### config.mk
export PLATFORM = sky130hd
export DESIGN_NAME = elevator_ctrl
export DESIGN_NICKNAME = d
export VERILOG_FILES = /design/src/rtl/elevator_ctrl.sv
export SDC_FILE = /design/constraint.sdc
export NUM_CORES = 1
export LEC_CHECK = 0
export ABC_AREA = 1
export BUFFER_PORTS_ARGS = -buffer_cell sky130_fd_sc_hd__buf_2
export CORE_MARGIN = 2
export CORE_UTILIZATION = 49
export CTS_CLUSTER_DIAMETER = 200
export DETAILED_ROUTE_END_ITERATION = 7
export HOLD_SLACK_MARGIN = 0.02
export PLACE_DENSITY = 0.76
export SETUP_SLACK_MARGIN = 0.3
export SLEW_MARGIN = 20
export SYNTH_ARGS = -nofsm -noshare
export SYNTH_HDL_FRONTEND = slang
export SYNTH_SLANG_ARGS = --single-unit
### constraint.sdc
create_clock -name clk -period 1.3 [get_ports clk]
set_input_delay 0.13 -clock clk [delete_from_list [all_inputs] [get_ports clk]]
set_output_delay 0.13 -clock clk [all_outputs]
set_load 0.02 [all_outputs]
### src/rtl/elevator_ctrl.sv
// Car motion controller for a 4-floor elevator: pops one request, travels floor by floor, holds the door.
// Optional `ELEV_DOOR_HOLD_EN` adds the door_hold input that keeps the door open while asserted.
module elevator_ctrl #(
  parameter int unsigned FLOOR_TICKS = 8,
  parameter int unsigned DOOR_TICKS  = 6
) (
  input  logic       clk,
  input  logic       rst_n,
  input  logic       qEmpty,
  input  logic [2:0] req,
`ifdef ELEV_DOOR_HOLD_EN
  input  logic       door_hold,
`endif
  output logic       done,
  output logic [1:0] floor,
  output logic       dir_up,
  output logic       moving,
  output logic       door_open
);

  localparam int unsigned MAX_TICKS = (FLOOR_TICKS > DOOR_TICKS) ? FLOOR_TICKS : DOOR_TICKS;
  localparam int unsigned CW        = $clog2(MAX_TICKS + 1);
  localparam logic [CW-1:0] FLOOR_LAST = CW'(FLOOR_TICKS - 1);
  localparam logic [CW-1:0] DOOR_LAST  = CW'(DOOR_TICKS - 1);

  typedef enum logic [2:0] {
    S_IDLE,
    S_POP,
    S_GRAB,
    S_MOVE,
    S_DOOR
  } state_t;

  state_t        state_q, state_d;
  logic [1:0]    floor_q, floor_d;
  logic [1:0]    tgt_q, tgt_d;
  logic          dir_q, dir_d;
  logic [CW-1:0] cnt_q, cnt_d;

  logic [1:0]    req_tgt;
  logic          req_vld;
  logic [1:0]    floor_step;

  always_comb begin
    req_tgt = '0;
    req_vld = 1'b1;
    case (req)
      3'b001:         req_tgt = 2'd0;
      3'b010, 3'b110: req_tgt = 2'd1;
      3'b011, 3'b111: req_tgt = 2'd2;
      3'b100:         req_tgt = 2'd3;
      default:        req_vld = 1'b0;
    endcase
  end

  // Saturating one-floor step in the current travel direction.
  always_comb begin
    floor_step = floor_q;
    if (dir_q && floor_q != 2'd3) begin
      floor_step = floor_q + 2'd1;
    end else if (!dir_q && floor_q != 2'd0) begin
      floor_step = floor_q - 2'd1;
    end
  end

  always_comb begin
    state_d = state_q;
    floor_d = floor_q;
    tgt_d   = tgt_q;
    dir_d   = dir_q;
    cnt_d   = cnt_q;
    case (state_q)
      S_IDLE: begin
        if (!qEmpty) state_d = S_POP;
      end
      S_POP: state_d = S_GRAB;
      S_GRAB: begin
        if (!req_vld) begin
          state_d = S_IDLE;
        end else if (req_tgt == floor_q) begin
          state_d = S_DOOR;
          cnt_d   = '0;
        end else begin
          state_d = S_MOVE;
          tgt_d   = req_tgt;
          dir_d   = (req_tgt > floor_q);
          cnt_d   = '0;
        end
      end
      S_MOVE: begin
        if (cnt_q == FLOOR_LAST) begin
          cnt_d   = '0;
          floor_d = floor_step;
          if (floor_step == tgt_q) state_d = S_DOOR;
        end else begin
          cnt_d = cnt_q + 1'b1;
        end
      end
      S_DOOR: begin
`ifdef ELEV_DOOR_HOLD_EN
        if (door_hold) begin
          cnt_d = '0;
        end else
`endif
        if (cnt_q == DOOR_LAST) begin
          cnt_d   = '0;
          state_d = S_IDLE;
        end else begin
          cnt_d = cnt_q + 1'b1;
        end
      end
      default: state_d = S_IDLE;
    endcase
  end

  always_ff @(posedge clk or negedge rst_n) begin
    if (!rst_n) begin
      state_q <= S_IDLE;
      floor_q <= '0;
      tgt_q   <= '0;
      dir_q   <= 1'b1;
      cnt_q   <= '0;
    end else begin
      state_q <= state_d;
      floor_q <= floor_d;
      tgt_q   <= tgt_d;
      dir_q   <= dir_d;
      cnt_q   <= cnt_d;
    end
  end

  assign done      = (state_q == S_POP);
  assign moving    = (state_q == S_MOVE);
  assign door_open = (state_q == S_DOOR);
  assign floor     = floor_q;
  assign dir_up    = dir_q;

endmodule

==> flow_metrics.tcl, run 1 <==
set metrics [dict create \
    status "finished with violations" \
    violations "setup timing" \
    place_congestion 0.840 \
    track_usage_pct 30.8 \
    drtIter0Drc 75 \
    max_freq_ghz 0.640 \
    area_growth_pct 77.1 \
    hp-class "in -> async" \
    cp-start-kind "flop" \
    drive_gt1_share_pct 62.5 \
    criticalPathCategory "reg -> reg" \
    insertion_delay_ps 290 \
    syn_nets 129 \
    end_kind "flop" \
    slowest_stage "dfrtp_1" \
    grt_max_degree 13 \
    synth_edf_count 0 \
    final_nets 174 \
    path_cells "buf_6 > nor2_1 > nand2_1 > nor2_1 > nor2_2 > buf_4 > nand3_1 > nand2_1" \
    syn_inst 116 \
    viasPerCell 6.31 \
    yosysTopAreaCell "dfrtp_1" \
    hpwl_um 1490 \
    rows 14 \
    cts_made_buffers 3 \
    grt_overflow 0 \
    arrival_ps 1750 \
    cp_top_family "simple AND/OR/NAND/NOR gates" \
    antenna_found_initial 0 \
    avgSynthCellArea_um2 7.19 \
    max-clock-path-buffers 2 \
    power.density_nw_per_um2 1910 \
    seq_area_frac_synth_pct 36.1 \
    die_area_um2 2050 \
    cap_viol_max_count 0 \
    path_buf_inv 2 \
    synth_top_area_share_pct 33.0 \
    ys_seq_elements 12 \
    whs_ps 250 \
    cp_slowest_stage_delay_ps 430 \
    min_period_ps 1560 \
    place_inst 157 \
    die_w_um 45.3 \
    slew_violations 0 \
    stdcell_area_um2 1480 \
    post_dp_cell_area_um2 1090 \
    ys_async_sr_fraction_pct 100 \
    drtAntennaViolNets 0 \
    fin_cells 176 \
    yosys-top-cells-count "nand2_1 (28), inv_1 (19), nand3_1 (14)" \
    worstPathRequired_ps 1480 \
    worst_slew_pin_slew_ps 454 \
    period_share_pct 120 \
    rsz0062_at_grt "yes" \
    cts_tree "yes" \
    die_h_um 45.3 \
    diodes 0 \
    clock_sinks 12 \
    synth.yosys.warnings 0 \
    io_buffers 11 \
    wl_per_cell_um 20.5 \
    firstDrtPassIters 4 \
    clock_skew_ps 5.17 \
    slew_headroom_pct 69.4 \
    drc 0 \
    ys.flop_type "dfrtp_1" \
    syn_area_um2 835 \
    grt_pass1_vias 941 \
    ir_drop_uv 1600 \
    vias 1110 \
    core_region_area_um2 1560 \
    path_clk_slew_ps 90 \
    fin_ws_ps -262 \
    hold_violations 0 \
    yosysMostFrequentCell "nand2_1" \
    synth.distinct_cells 20 \
    root_buffer "clkbuf_4" \
    power.leakage_nw 0.711 \
    ys_top_cells_by_area "dfrtp_1 (33%), nand2_1 (13%), ha_1 (10%), inv_1 (8.5%), nand3_1 (8.4%)" \
    setup_viol 16 \
    io_pins 12 \
    start_util_pct 53.5 \
    wl_um 3610 \
    dp_slack_ps -214 \
    cts_max_level 1 \
    grt_pass1_wl_um 4280 \
    cp_max_fo 4 \
]
placed cells by master, fill, tap and decap left out, drive strengths merged, types with 2 or more instances in the layout:
master,netlist,routed
buf,0,39
nand2,29,29
inv,19,19
nand3,15,15
dfrtp,11,11
o21ai,11,11
nor2,10,10
ha,7,7
a21oi,5,5
clkbuf,0,4
xor2,2,2
or2,2,2
sequential cells by signal (all words and copies together), names as in the netlist:
signal and cells:
cnt_q 4, dir_up 1, floor 2, state_q 3, tgt_q 2
through the flow:
step,TNS [ps],power (mW),utilization (%)
2_1_floorplan,-269,1.34,-
3_3_place_gp,-558,1.69,69.9
3_5_place_dp,-1020,1.73,69.9
4_1_cts,-297,2.31,84.8
5_1_grt,-2650,2.96,94.8
6_report,-1950,2.83,94.8
logic make-up (layout without fill, tap and decap cells):
family | after synthesis | after routing | synth area share [%]
compound gates | 18 | 18 | 11.8
xor+xnor | 2 | 2 | 2.10
fa+ha+maj | 7 | 7 | 10.5
buf+inv | 19 | 63 | 8.55
flops | 12 | 12 | 36.1
simple gates | 58 | 58 | 30.9
report_power, final:
part           switching, mW  internal, mW  total, mW  leakage (nW)
registers              0.186         0.504      0.690         0.149
logic                   1.01         0.864       1.87         0.547
clock network          0.145         0.119      0.264        0.0150
total                   1.34          1.49       2.83         0.711
per-layer routing:
| layer | vias to the layer above | routed length (um) | global-route usage, % |
|---|---|---|---|
| met1 | 515 | 1310 | 36.5 |
| met3 | 33 | 297 | 6.00 |
| met5 | - | 0 | 0 |
| met2 | 94 | 1740 | 52.0 |
| li1 | 468 | - | - |
| met4 | 0 | 265 | 16.5 |
area by class of cell:
class,instances,area [um2]
sequential,12,305
fill,45,81.3
inverter,19,73.8
multi-input combinational,85,698
tap,16,20.0
clock buffer,4,26.3
timing repair buffer,40,354
final timing paths:
kind / from / slack [ps] / endpoint / cells after the start
worst min register to register: tgt_q[1] / 590 / tgt_q[1] / 2
max in group asynchronous: rst_n / 760 / dir_up / 2
worst min-delay path: rst_n / 250 / state_q[2] / 2
min in group clk: req[1] / 310 / tgt_q[1] / 4
worst max-delay path: state_q[0] / -260 / state_q[2] / 8
worst max register to register: state_q[0] / -260 / state_q[2] / 8
timing repair:
action | in CTS | in global routing
resized for setup | 40 | 34
pin swaps | 19 | 23
setup buffers | 8 | 6
endpoints found under the setup margin | 18 | 18
hold endpoints to repair | 12 | 0
hold buffers | 1 | 0
Power figures use the tool's default switching activity.
==> run 2, diff against run 1 <==
BUFFER_PORTS_ARGS = default   (was -buffer_cell sky130_fd_sc_hd__buf_2)
CORE_UTILIZATION = 54   (was 49)
DONT_BUFFER_PORTS = 1   (was default)
PLACE_DENSITY = 0.75   (was 0.76)
SKIP_CTS_REPAIR_TIMING = 1   (was default)
==> flow_metrics.tcl, run 2 (synthesis results as in run 1) <==
set metrics [dict create \
    status "finished with violations" \
    violations "setup timing" \
    area_growth_pct 63.3 \
    core_region_area_um2 1470 \
    io_buffers 0 \
    ir_drop_uv 1250 \
    root_buffer "clkbuf_4" \
    track_usage_pct 26.3 \
    worst_slew_pin_slew_ps 578 \
    start_util_pct 56.7 \
    grt_max_degree 13 \
    hpwl_um 1620 \
    slew_violations 0 \
    max-clock-path-buffers 2 \
    p_sw_mw 1.28 \
    rows 14 \
    fin_cells 168 \
    die_area_um2 1880 \
    cap_viol_max_count 0 \
    min_period_ps 1550 \
    p_total_mw 2.64 \
    die_h_um 43.3 \
    fill_cells 60 \
    grt_pass1_wl_um 3510 \
    drc 0 \
    grt_overflow 0 \
    drtIter0Drc 29 \
    arrival_ps 1780 \
    cp-start-kind "flop" \
    rsz0062_at_grt "yes" \
    hold_violations 0 \
    pwr-share-clk_pct 10.3 \
    cp_max_fo 4 \
    power_frac_seq_pct 26.9 \
    antenna_found_initial 0 \
    die_w_um 43.3 \
    wl_um 3310 \
    power.density_nw_per_um2 1940 \
    place_congestion 0.781 \
    worstPathRequired_ps 1540 \
    cts_tree "yes" \
    diodes 0 \
    pwr-share-comb_pct 62.8 \
    final_nets 166 \
    insertion_delay_ps 300 \
    place_inst 155 \
    path_clk_slew_ps 100 \
    criticalPathCategory "reg -> reg" \
    largest_reg_flops 4 \
    max_freq_ghz 0.646 \
    cts_max_level 1 \
    drtAntennaViolNets 0 \
    regArea_um2 308 \
    hp-class "in -> reg" \
    clock_skew_ps 14.2 \
    setup_viol 13 \
    top_regs "cnt_q (4), state_q (3)" \
    power.leakage_nw 0.686 \
    multi_input_area_um2 651 \
    dp_slack_ps -134 \
    clock_sinks 12 \
    fin_ws_ps -248 \
    vias 1027 \
    end_kind "flop" \
    wl_per_cell_um 19.7 \
    mostFrequentLayoutCells "buf_4 (23), nand2_1 (19), inv_1 (11)" \
    drive_gt1_share_pct 54.6 \
    p_int_mw 1.36 \
    p_sw_share_pct 48.4 \
    period_share_pct 119 \
    slew_headroom_pct 61.3 \
    firstDrtPassIters 4 \
    fin_tns_setup_ps -1540 \
    grt_pass1_vias 799 \
    mostFrequentLayoutCell "buf_4" \
    cts_made_buffers 3 \
    largest_register "cnt_q" \
    viasPerCell 6.11 \
    io_pins 12 \
    fin_util_pct 92.6 \
]
## run 2: changes by cell type in the layout (fill, tap and decap cells not counted), sizes merged
cell,previous run,this run
buf,39,31
## run 2: final timing paths
path	from	endpoint	slack, ps	depth (start not counted)
hold reg to reg	tgt_q[1]	tgt_q[1]	590	2
min in group asynchronous	rst_n	state_q[0]	260	1
setup / recovery	state_q[0]	state_q[2]	-250	7
hold / removal	req[0]	tgt_q[0]	180	3
max in group asynchronous	rst_n	cnt_q[1]	610	1
setup reg to reg	state_q[0]	state_q[2]	-250	7
## run 2: final cells by class
type / count / area share [%]
repair buffers: 32 / 20.7
inverters: 19 / 5.60
clock buffers: 4 / 1.93
flip-flops and latches: 12 / 22.6
multi-input cells: 85 / 47.8
well taps: 16 / 1.47
## run 2: metrics by stage
step / hold WS, ps / cell area (um2)
after floorplan: -166 / 910
after global placement: -165 / 1100
after detailed placement: -165 / 1100
after CTS: -474 / 1130
after global routing: 208 / 1360
final: 176 / 1360
## run 2: metal layers
metal	track usage, %	routed length, um	up-vias
met5	0	0	-
met1	33.0	1180	492
met3	5.11	234	18
met2	42.7	1750	71
met4	13.9	146	0
li1	-	-	446
## run 2: power by group through the flow
stage | clock network (mW) | logic (mW) | registers [mW]
detailed placement | 0 | 1.14 | 0.639
floorplan | 0 | 0.699 | 0.642
global placement | 0 | 1.10 | 0.633
global route | 0.276 | 1.76 | 0.721
finish | 0.273 | 1.66 | 0.711
CTS | 0.262 | 1.15 | 0.632
## run 2: critical path, cell delays in order (launching register included)
cell	delay, ps
dfrtp_1	460
inv_2	100
nand2_1	60
nor2_2	190
nand2_1	150
o21ai_0	300
nand3_2	130
nand2_1	100
